===== src/rtl/rot_mem_arbiter.sv =====
`default_nettype none
// ============================================================================
// Module : rot_mem_arbiter
// Brief  : Shares one burst memory port between 16-word video write bursts
//          and 8-word video read bursts, forcing a write after a run of reads.
// Rev    : 1.0  initial release
// ============================================================================
module rot_mem_arbiter #(
  parameter logic [23:0] BASE_ADDR    = 24'h000000,
  parameter int          STARVE_LIMIT = 4
) (
  input  logic        clk_sys,
  input  logic        reset_n,
  input  logic        vidin_req,
  input  logic        vidin_frame,
  input  logic [9:0]  vidin_row,
  input  logic [9:0]  vidin_col,
  input  logic [15:0] vidin_d,
  output logic        vidin_ack,
  input  logic        vidout_req,
  input  logic        vidout_frame,
  input  logic [9:0]  vidout_row,
  input  logic [9:0]  vidout_col,
  output logic [15:0] vidout_d,
  output logic        vidout_ack,
  output logic        mem_req,
  output logic        mem_we,
  output logic [23:0] mem_addr,
  output logic [15:0] mem_wdat,
  input  logic        mem_ack,
  input  logic [15:0] mem_rdat,
  output logic        busy
);

  localparam int              c_SW         = (STARVE_LIMIT > 0) ? $clog2(STARVE_LIMIT + 1) : 1;
  localparam logic [c_SW-1:0] c_STARVE_MAX = c_SW'(STARVE_LIMIT);
  localparam logic [3:0]      c_WR_LAST    = 4'd15;
  localparam logic [3:0]      c_RD_LAST    = 4'd7;

  typedef enum logic [1:0] {
    IDLE    = 2'd0,
    WRITE   = 2'd1,
    READ    = 2'd2,
    RELEASE = 2'd3
  } state_t;

  state_t          r_state;
  logic [3:0]      r_word_cnt;
  logic [c_SW-1:0] r_starve_cnt;

  logic        w_starved;
  logic        w_grant_rd;
  logic        w_grant_wr;
  logic        w_last_ack;
  logic [23:0] w_addr;

  // A waiting write wins over a read only once the read run has hit the limit.
  assign w_starved  = vidin_req && (r_starve_cnt == c_STARVE_MAX);
  assign w_grant_rd = vidout_req && !w_starved;
  assign w_grant_wr = vidin_req && !w_grant_rd;
  assign w_last_ack = mem_ack &&
                      (r_word_cnt == ((r_state == WRITE) ? c_WR_LAST : c_RD_LAST));
  assign w_addr     = w_grant_rd
                    ? BASE_ADDR + 24'({vidout_frame, vidout_row, vidout_col})
                    : BASE_ADDR + 24'({vidin_frame, vidin_row, vidin_col});

  assign busy      = (r_state != IDLE);
  assign vidin_ack = (r_state == WRITE) && mem_ack;
  assign mem_wdat  = vidin_d;

  always_ff @(posedge clk_sys or negedge reset_n) begin
    if (!reset_n) begin
      r_state      <= IDLE;
      r_word_cnt   <= 4'd0;
      r_starve_cnt <= '0;
      mem_req      <= 1'b0;
      mem_we       <= 1'b0;
      mem_addr     <= BASE_ADDR;
      vidout_d     <= 16'h0000;
      vidout_ack   <= 1'b0;
    end else begin
      vidout_ack <= 1'b0;
      case (r_state)
        IDLE: begin
          if (w_grant_rd || w_grant_wr) begin
            r_state    <= w_grant_rd ? READ : WRITE;
            mem_req    <= 1'b1;
            mem_we     <= w_grant_wr;
            mem_addr   <= w_addr;
            r_word_cnt <= 4'd0;
            if (w_grant_wr || !vidin_req)
              r_starve_cnt <= '0;
            else if (r_starve_cnt != c_STARVE_MAX)
              r_starve_cnt <= r_starve_cnt + c_SW'(1);
          end
        end
        WRITE, READ: begin
          if (mem_ack) begin
            r_word_cnt <= r_word_cnt + 4'd1;
            if (r_state == READ) begin
              vidout_d   <= mem_rdat;
              vidout_ack <= 1'b1;
            end
            if (w_last_ack) begin
              mem_req <= 1'b0;
              r_state <= RELEASE;
            end
          end
        end
        RELEASE: r_state <= IDLE;
        default: r_state <= IDLE;
      endcase
    end
  end

endmodule
`default_nettype wire


===== config.mk =====
export PLATFORM = sky130hd
export DESIGN_NAME = rot_mem_arbiter
export DESIGN_NICKNAME = d
export VERILOG_FILES = /design/src/rtl/rot_mem_arbiter.sv
export SDC_FILE = /design/constraint.sdc
export NUM_CORES = 1
export LEC_CHECK = 0
export BUFFER_PORTS_ARGS = -buffer_cell sky130_fd_sc_hd__buf_2
export CAP_MARGIN = 0
export CORE_ASPECT_RATIO = 0.8
export CORE_UTILIZATION = 46
export CTS_BUF_LIST = sky130_fd_sc_hd__clkbuf_8
export DETAILED_ROUTE_END_ITERATION = 8
export PLACE_DENSITY = 0.82
export SETUP_SLACK_MARGIN = 0.2
export SYNTH_ARGS = -nofsm -noshare
export SYNTH_HDL_FRONTEND = slang
export SYNTH_SLANG_ARGS = --single-unit

===== constraint.sdc =====
create_clock -name clk_sys -period 2.3 [get_ports clk_sys]
set_input_delay 0.46 -clock clk_sys [delete_from_list [all_inputs] [get_ports clk_sys]]
set_output_delay 0.46 -clock clk_sys [all_outputs]
set_load 0.01 [all_outputs]

==> results.md, run 1 <==
- Register area: 0.00123 sq mm
- DR vias/cell: 5.07
- Setup violators final: 0
- Synth Warn #: 0
- Sequential area share after synthesis: 48.3%
- Final ANT Viol Nets: 0
- Fraction of layout instances using a drive strength above 1: 43.2%
- Arr. time, crit path: 1510 ps
- Root Driver: clkbuf_8
- Core Rows: 23
- Mapped cell area: 0.00254 sq mm
- CTS Buf Count: 5
- Tcrit/Tclk final: 85.8%
- Syn Inst Count: 239
- Hold WC Path Type: primary input to asynchronous set/reset pin
- CTS tree: yes
- CTS Buffer Depth: 2
- Clock sink count: 49
- Unique masters post-synth: 39
- First-pass GRT wire length: 7940 um
- Placer congestion estimate: 0.740
- EDFF count, synth: 0
- CP Class: flip-flop to primary output
- Reg clk slew, reported paths: 90 ps
- Reg2reg start: r_state[1]$_DFFE_PN0P_
- End point of the critical path: busy
- Commonest non-fill, non-tap cell in the layout: buf_2
- Drt wl/cell: 13.5 um
- Starting Density: 49.2%
- Worst skew pair latency: 290 ps
- Synth Register Bits: 49
- Vias: 1946
- Crit. End Element: primary output
- H-tree depth: 2
- Layout area overhead: 20.3%
- Hold Fails Final Rpt: 0
- Die footprint: 0.00582 sq mm
- DRT Wirelength: 5200 um
- Post-CTS Resized: 0
- Final Power: 0.00375 W
- Met2 Usage GRT: 31.5%
- DR DRC count: 0
- Area of the multi-input gates: 0.00106 sq mm
- GR Util met1: 21.2%
- RSZ-0062 raised after global routing: false
- Post-Route Setup TNS: 0 ps
- Peak VDD IR: 0.687 mV
- Setup Buffers After CTS: 0
- Die height: 68.4 um
- Capturing point of the worst reg2reg path: r_word_cnt[0]$_DFFE_PN0P_
- Leakage: 1.59 nW
- Peak Freq: 0.507 GHz
- Pwr dens: 1230 mW/mm^2
- Gr usage total: 17.5%
- Reg2reg path depth: 6
- Slew HR: 31.0%
- Main synth FF type: dfrtp_1
- # nets final: 407
- R2R Setup Slk: 510 ps
- Setup Skew: 5.22 ps
- Most frequent cells in the layout: 104 x buf_2, 49 x dfrtp_1, 32 x nand2_1
- Worst hold margin: 157 ps
- N_diodes: 0
- Status: finished clean
- Cell Area, Placed: 0.00296 sq mm
- Fin crit period: 1970 ps
- Vias in the first global route: 1737
- Core ar.: 0.00515 sq mm
- CP required: 1840 ps
- Worst Setup SP: r_state[1]$_DFFE_PN0P_
- GR Util met3: 4.83%
- PortBufs: 104
- Initial antenna violation count: 0
- DIE WIDTH: 85.0 um
- Worst Tran Pin Value: 1030 ps
- Largest net degree at the start of global routing: 48
- GR Overflow Total: 0
- Detailed Route Iter0 Violations: 45
- Global route hottest layer: met2
- Max cap viols: 0
- Filler Cells Inserted: 459
- Max-slew violation count: 0
- Hpwl dp: 3970 um
- Ports: 140
- Final Cell Area: 0.00305 sq mm
- CP max FO: 9
- Critical Path Start Type: flip-flop
- CTS Hold Bufs: 0
- Mapped Avg Cell Area: 10.6 sq um
- Fraction of registers with async set/reset: 100%
- Pre-Repair DR Iteration Count: 4
==> cells by family (layout without fill, tap and decap cells) <==
logic type	after synthesis	in the layout	synth area share, %
simple gates	59	59	11.5
flops	49	49	48.3
compound gates	44	44	10.0
buf+inv	40	121	10.5
mux	39	39	16.2
fa+ha+maj	6	6	2.96
other cells	1	3	0.148
xor+xnor	1	1	0.345
==> metal layers <==
metal	wire length [um]	part of all wire, %	vias to the layer above
met5	0	0	-
met4	27	0.52	0
met3	390	7.5	8
met2	2550	49	68
met1	2230	43	908
li1	-	-	962
==> Yosys cell counts (2+ instances only) <==
library cell / n / area (sq um)
and2_1: 4 / 25.0
inv_1: 6 / 22.5
nand4_1: 2 / 12.5
nand3_2: 2 / 20.0
o21ai_1: 19 / 95.1
a21oi_1: 4 / 20.0
dfrtp_1: 49 / 1230
clkbuf_1: 3 / 11.3
nor2_1: 5 / 18.8
a21o_1: 2 / 15.0
o21ai_0: 10 / 50.1
nor3_1: 6 / 30.0
nor3_2: 2 / 20.0
buf_2: 5 / 25.0
ha_1: 6 / 75.1
mux2_2: 17 / 191
nand2_1: 32 / 120
buf_4: 22 / 165
mux2i_1: 22 / 220
buf_6: 2 / 22.5
==> per-stage QoR <==
stage | worst slack (ps) | instances | util, %
after floorplan | 646 | 241 | -
after global placement | 455 | 377 | 57.5
after detailed placement | 420 | 377 | 57.5
after CTS | 311 | 384 | 59.2
after global routing | 224 | 384 | 59.2
final | 327 | 384 | 59.2
==> state kept, by name (all words and copies together), names as in the netlist <==
signal        count
mem_addr         21
mem_req           1
mem_we            1
r_starve_cnt      3
r_state           2
r_word_cnt        4
vidout_ack        1
vidout_d         16
==> critical path, cell delays in order (launching register included) <==
cell     delay (ps)
dfrtp_1         410
inv_1           100
ha_1            400
inv_2           140
buf_2           170
==> power by group <==
group / switching [W] / internal (W) / total, W / leakage [nW]
registers: 0.000232 / 0.00127 / 0.00150 / 0.603
logic: 0.000949 / 0.000794 / 0.00174 / 0.939
clock network: 0.000269 / 0.000238 / 0.000507 / 0.0433
==> final cells by class <==
type,instances,share of cell area (%)
Clock inverter,1,0.246
Clock buffer,6,2.71
Timing Repair Buffer,107,18.6
Tap cell,62,2.54
Inverter,7,0.861
Multi-Input combinational cell,152,34.9
Sequential cell,49,40.2
==> worst min-delay path by stage <==
stage,startpoint,to,slack (ps),cells after the start
after floorplan,reset_n,mem_addr[0]$_DFFE_PN0P_,160,0
after global placement,mem_addr[1]$_DFFE_PN0P_,mem_addr[1]$_DFFE_PN0P_,460,2
after detailed placement,mem_addr[12]$_DFFE_PN0P_,mem_addr[12]$_DFFE_PN0P_,470,2
after CTS,reset_n,mem_addr[16]$_DFFE_PN0P_,170,1
after global routing,reset_n,mem_addr[16]$_DFFE_PN0P_,180,1
final,reset_n,vidout_d[2]$_DFFE_PN0P_,160,1
(Power assumes the default switching activity.)
==> inputs of run 2 (changes only) <==
--- a/config.mk
+++ b/config.mk
@@ -9,7 +9,9 @@
 export CAP_MARGIN = 0
+export CELL_PAD_IN_SITES_DETAIL_PLACEMENT = 1
+export CELL_PAD_IN_SITES_GLOBAL_PLACEMENT = 1
 export CORE_ASPECT_RATIO = 0.8
-export CORE_UTILIZATION = 46
+export CORE_UTILIZATION = 33
 export CTS_BUF_LIST = sky130_fd_sc_hd__clkbuf_8
 export DETAILED_ROUTE_END_ITERATION = 8
-export PLACE_DENSITY = 0.82
+export PLACE_DENSITY_LB_ADDON = 0.05
 export SETUP_SLACK_MARGIN = 0.2
==> constraint.sdc (replaced) <==
create_clock -name clk_sys -period 2.3 [get_ports clk_sys]
set_input_delay 0.115 -clock clk_sys [delete_from_list [all_inputs] [get_ports clk_sys]]
set_output_delay 0.115 -clock clk_sys [all_outputs]
set_load 0.01 [all_outputs]
==> run 2 against run 1 <==
Effect of this change:
- critical path depth increased by 3
- cell area increased by 1.6%
- die area increased by 38%
- hold slack got worse by 130 ps
- critical path type is now flip-flop to flip-flop
- sequential share of layout area decreased by 0.65 points
- largest cell class unchanged
- sequential cell count unchanged
- combinational power increased by 2%
- worst setup slack improved by 210 ps
==> results.md, run 2 (synthesis results as in run 1) <==
- Status: finished clean
- Leakage: 1.59 nW
- Fraction of layout instances using a drive strength above 1: 43.4%
- CTS Buffer Depth: 2
- # nets final: 409
- Tcrit/Tclk final: 76.7%
- Largest Register: mem_addr
- Hold path depth: 2
- Worst Tran Pin Value: 1070 ps
- DIE WIDTH: 100 um
- Clock sink count: 49
- Worst skew pair latency: 320 ps
- Hold Fails Final Rpt: 0
- Top cell family by delay on the critical path: buffers and inverters
- Initial antenna violation count: 0
- Largest net degree at the start of global routing: 50
- Layout area overhead: 22.3%
- Drt wl/cell: 13.7 um
- Hpwl dp: 4230 um
- Starting Density: 34.1%
- Reg2reg path depth: 7
- Worst Hold Path EP: vidout_d[8]$_DFFE_PN0P_
- GR Overflow Total: 0
- Worst path max stage delay: 400 ps
- N_diodes: 0
- Detailed Route Iter0 Violations: 30
- Most frequent cells in the layout: 104 x buf_2, 49 x dfrtp_1, 32 x nand2_1
- Crit. End Element: flip-flop
- Reg2reg start: r_starve_cnt[0]$_DFFE_PN0P_
- Gr usage total: 15.0%
- CP max FO: 24
- Largest register FFs: 21
- Arr. time, crit path: 1920 ps
- CTS Hold Bufs: 1
- Slowest CP cell: dfrtp_1
- Vias: 1957
- Root Driver: clkbuf_8
- Pre-Repair DR Iteration Count: 4
- PortBufs: 104
- Final ANT Viol Nets: 0
- Peak Freq: 0.567 GHz
- Reg clk slew, reported paths: 110 ps
- Worst hold margin: 22.5 ps
- Global route hottest layer: met2
- Hold WC Path Type: primary input to flip-flop
- CP required: 2460 ps
- Setup violators final: 0
- Peak VDD IR: 0.419 mV
- DRT Wirelength: 5900 um
- Placer congestion estimate: 0.675
- DR DRC count: 0
- CTS tree: yes
- Capturing point of the worst reg2reg path: mem_addr[3]$_DFFE_PN0P_
- Fin crit period: 1770 ps
- CTS Buf Count: 5
- First-pass GRT wire length: 9290 um
- Vias in the first global route: 1830
- CP Class: flip-flop to flip-flop
- Pwr dens: 1230 mW/mm^2
- Setup Buffers After CTS: 0
- Filler Cells Inserted: 891
- Setup Skew: 10.3 ps
- Commonest non-fill, non-tap cell in the layout: buf_2
- Post-Route Setup TNS: 0 ps
- Core ar.: 0.00743 sq mm
- GR Util met3: 3.74%
- GR Util met1: 20.9%
- Met2 Usage GRT: 22.6%
- Slew HR: 28.6%
- Die height: 80.4 um
- Worst hold start: mem_rdat[8]
- Critical Path Start Type: flip-flop
- Ports: 140
- Max-slew violation count: 0
- Crit-path cells: inv_1 > ha_1 > nand3_2 > and2_1 > buf_4 > mux2i_1 > o21ai_0
- Biggest regs: mem_addr: 21 flops, vidout_d: 16 flops, r_word_cnt: 4 flops
- Die footprint: 0.00804 sq mm
- Worst path buffer plus inverter count: 2
- Post-CTS Resized: 0
- Max cap viols: 0
- R2R Setup Slk: 530 ps
- DR vias/cell: 4.55
- Core Rows: 28
- RSZ-0062 raised after global routing: false
- H-tree depth: 2
-- run 2: cell types whose count changed in the layout (fill, tap and decap cells not counted), sizes merged --
| cell | delta |
|---|---|
| buf | +1 |
| clkbuf | -1 |
| clkinv | +1 |
| dlygate4sd3 | +1 |
| inv | +1 |
-- run 2: per-stage QoR --
stage | cells | total power (W) | util [%] | setup WS, ps | instance area (sq um)
3_3_place_gp | 421 | 0.00329 | 40.4 | 554 | 3000
6_report | 430 | 0.00381 | 41.8 | 535 | 3100
4_1_cts | 430 | 0.00387 | 41.8 | 512 | 3100
2_1_floorplan | 241 | 0.00268 | - | 646 | 2540
3_5_place_dp | 421 | 0.00332 | 40.4 | 513 | 3000
5_1_grt | 430 | 0.00415 | 41.8 | 383 | 3100
-- run 2: where the power goes --
group | switching (W) | leakage, nW | total (W) | internal (W)
sequential | 0.000221 | 0.603 | 0.00149 | 0.00127
clock | 0.000327 | 0.0447 | 0.000547 | 0.000220
combinational | 0.000977 | 0.939 | 0.00178 | 0.000803
total | 0.00152 | 1.59 | 0.00381 | 0.00229
-- run 2: routing by layer --
layer / vias up / share of wire [%] / wire (um)
li1: 966 / - / -
met1: 905 / 49 / 2870
met2: 72 / 43 / 2520
met3: 14 / 7.6 / 451
met4: 0 / 1.0 / 61
met5: - / 0 / 0
-- run 2: final cells by class --
cell class / count / area, sq um / area share, %
clock buffers: 5 / 68.8 / 2.22
clock inverters: 3 / 25.0 / 0.807
inverters: 7 / 26.3 / 0.847
multi-input cells: 152 / 1060 / 34.3
flip-flops and latches: 49 / 1230 / 39.5
well taps: 105 / 131 / 4.24
repair buffers: 109 / 561 / 18.1
-- run 2: worst max path at each step --
stage | end | depth (start not counted) | startpoint
3_3_place_gp | mem_addr[19]$_DFFE_PN0P_ | 7 | r_starve_cnt[0]$_DFFE_PN0P_
5_1_grt | mem_addr[3]$_DFFE_PN0P_ | 7 | r_starve_cnt[0]$_DFFE_PN0P_
6_report | mem_addr[3]$_DFFE_PN0P_ | 7 | r_starve_cnt[0]$_DFFE_PN0P_
2_1_floorplan | vidout_d[0]$_DFFE_PN0P_ | 6 | r_state[1]$_DFFE_PN0P_
3_5_place_dp | mem_addr[3]$_DFFE_PN0P_ | 7 | r_starve_cnt[0]$_DFFE_PN0P_
4_1_cts | mem_addr[3]$_DFFE_PN0P_ | 7 | r_starve_cnt[0]$_DFFE_PN0P_
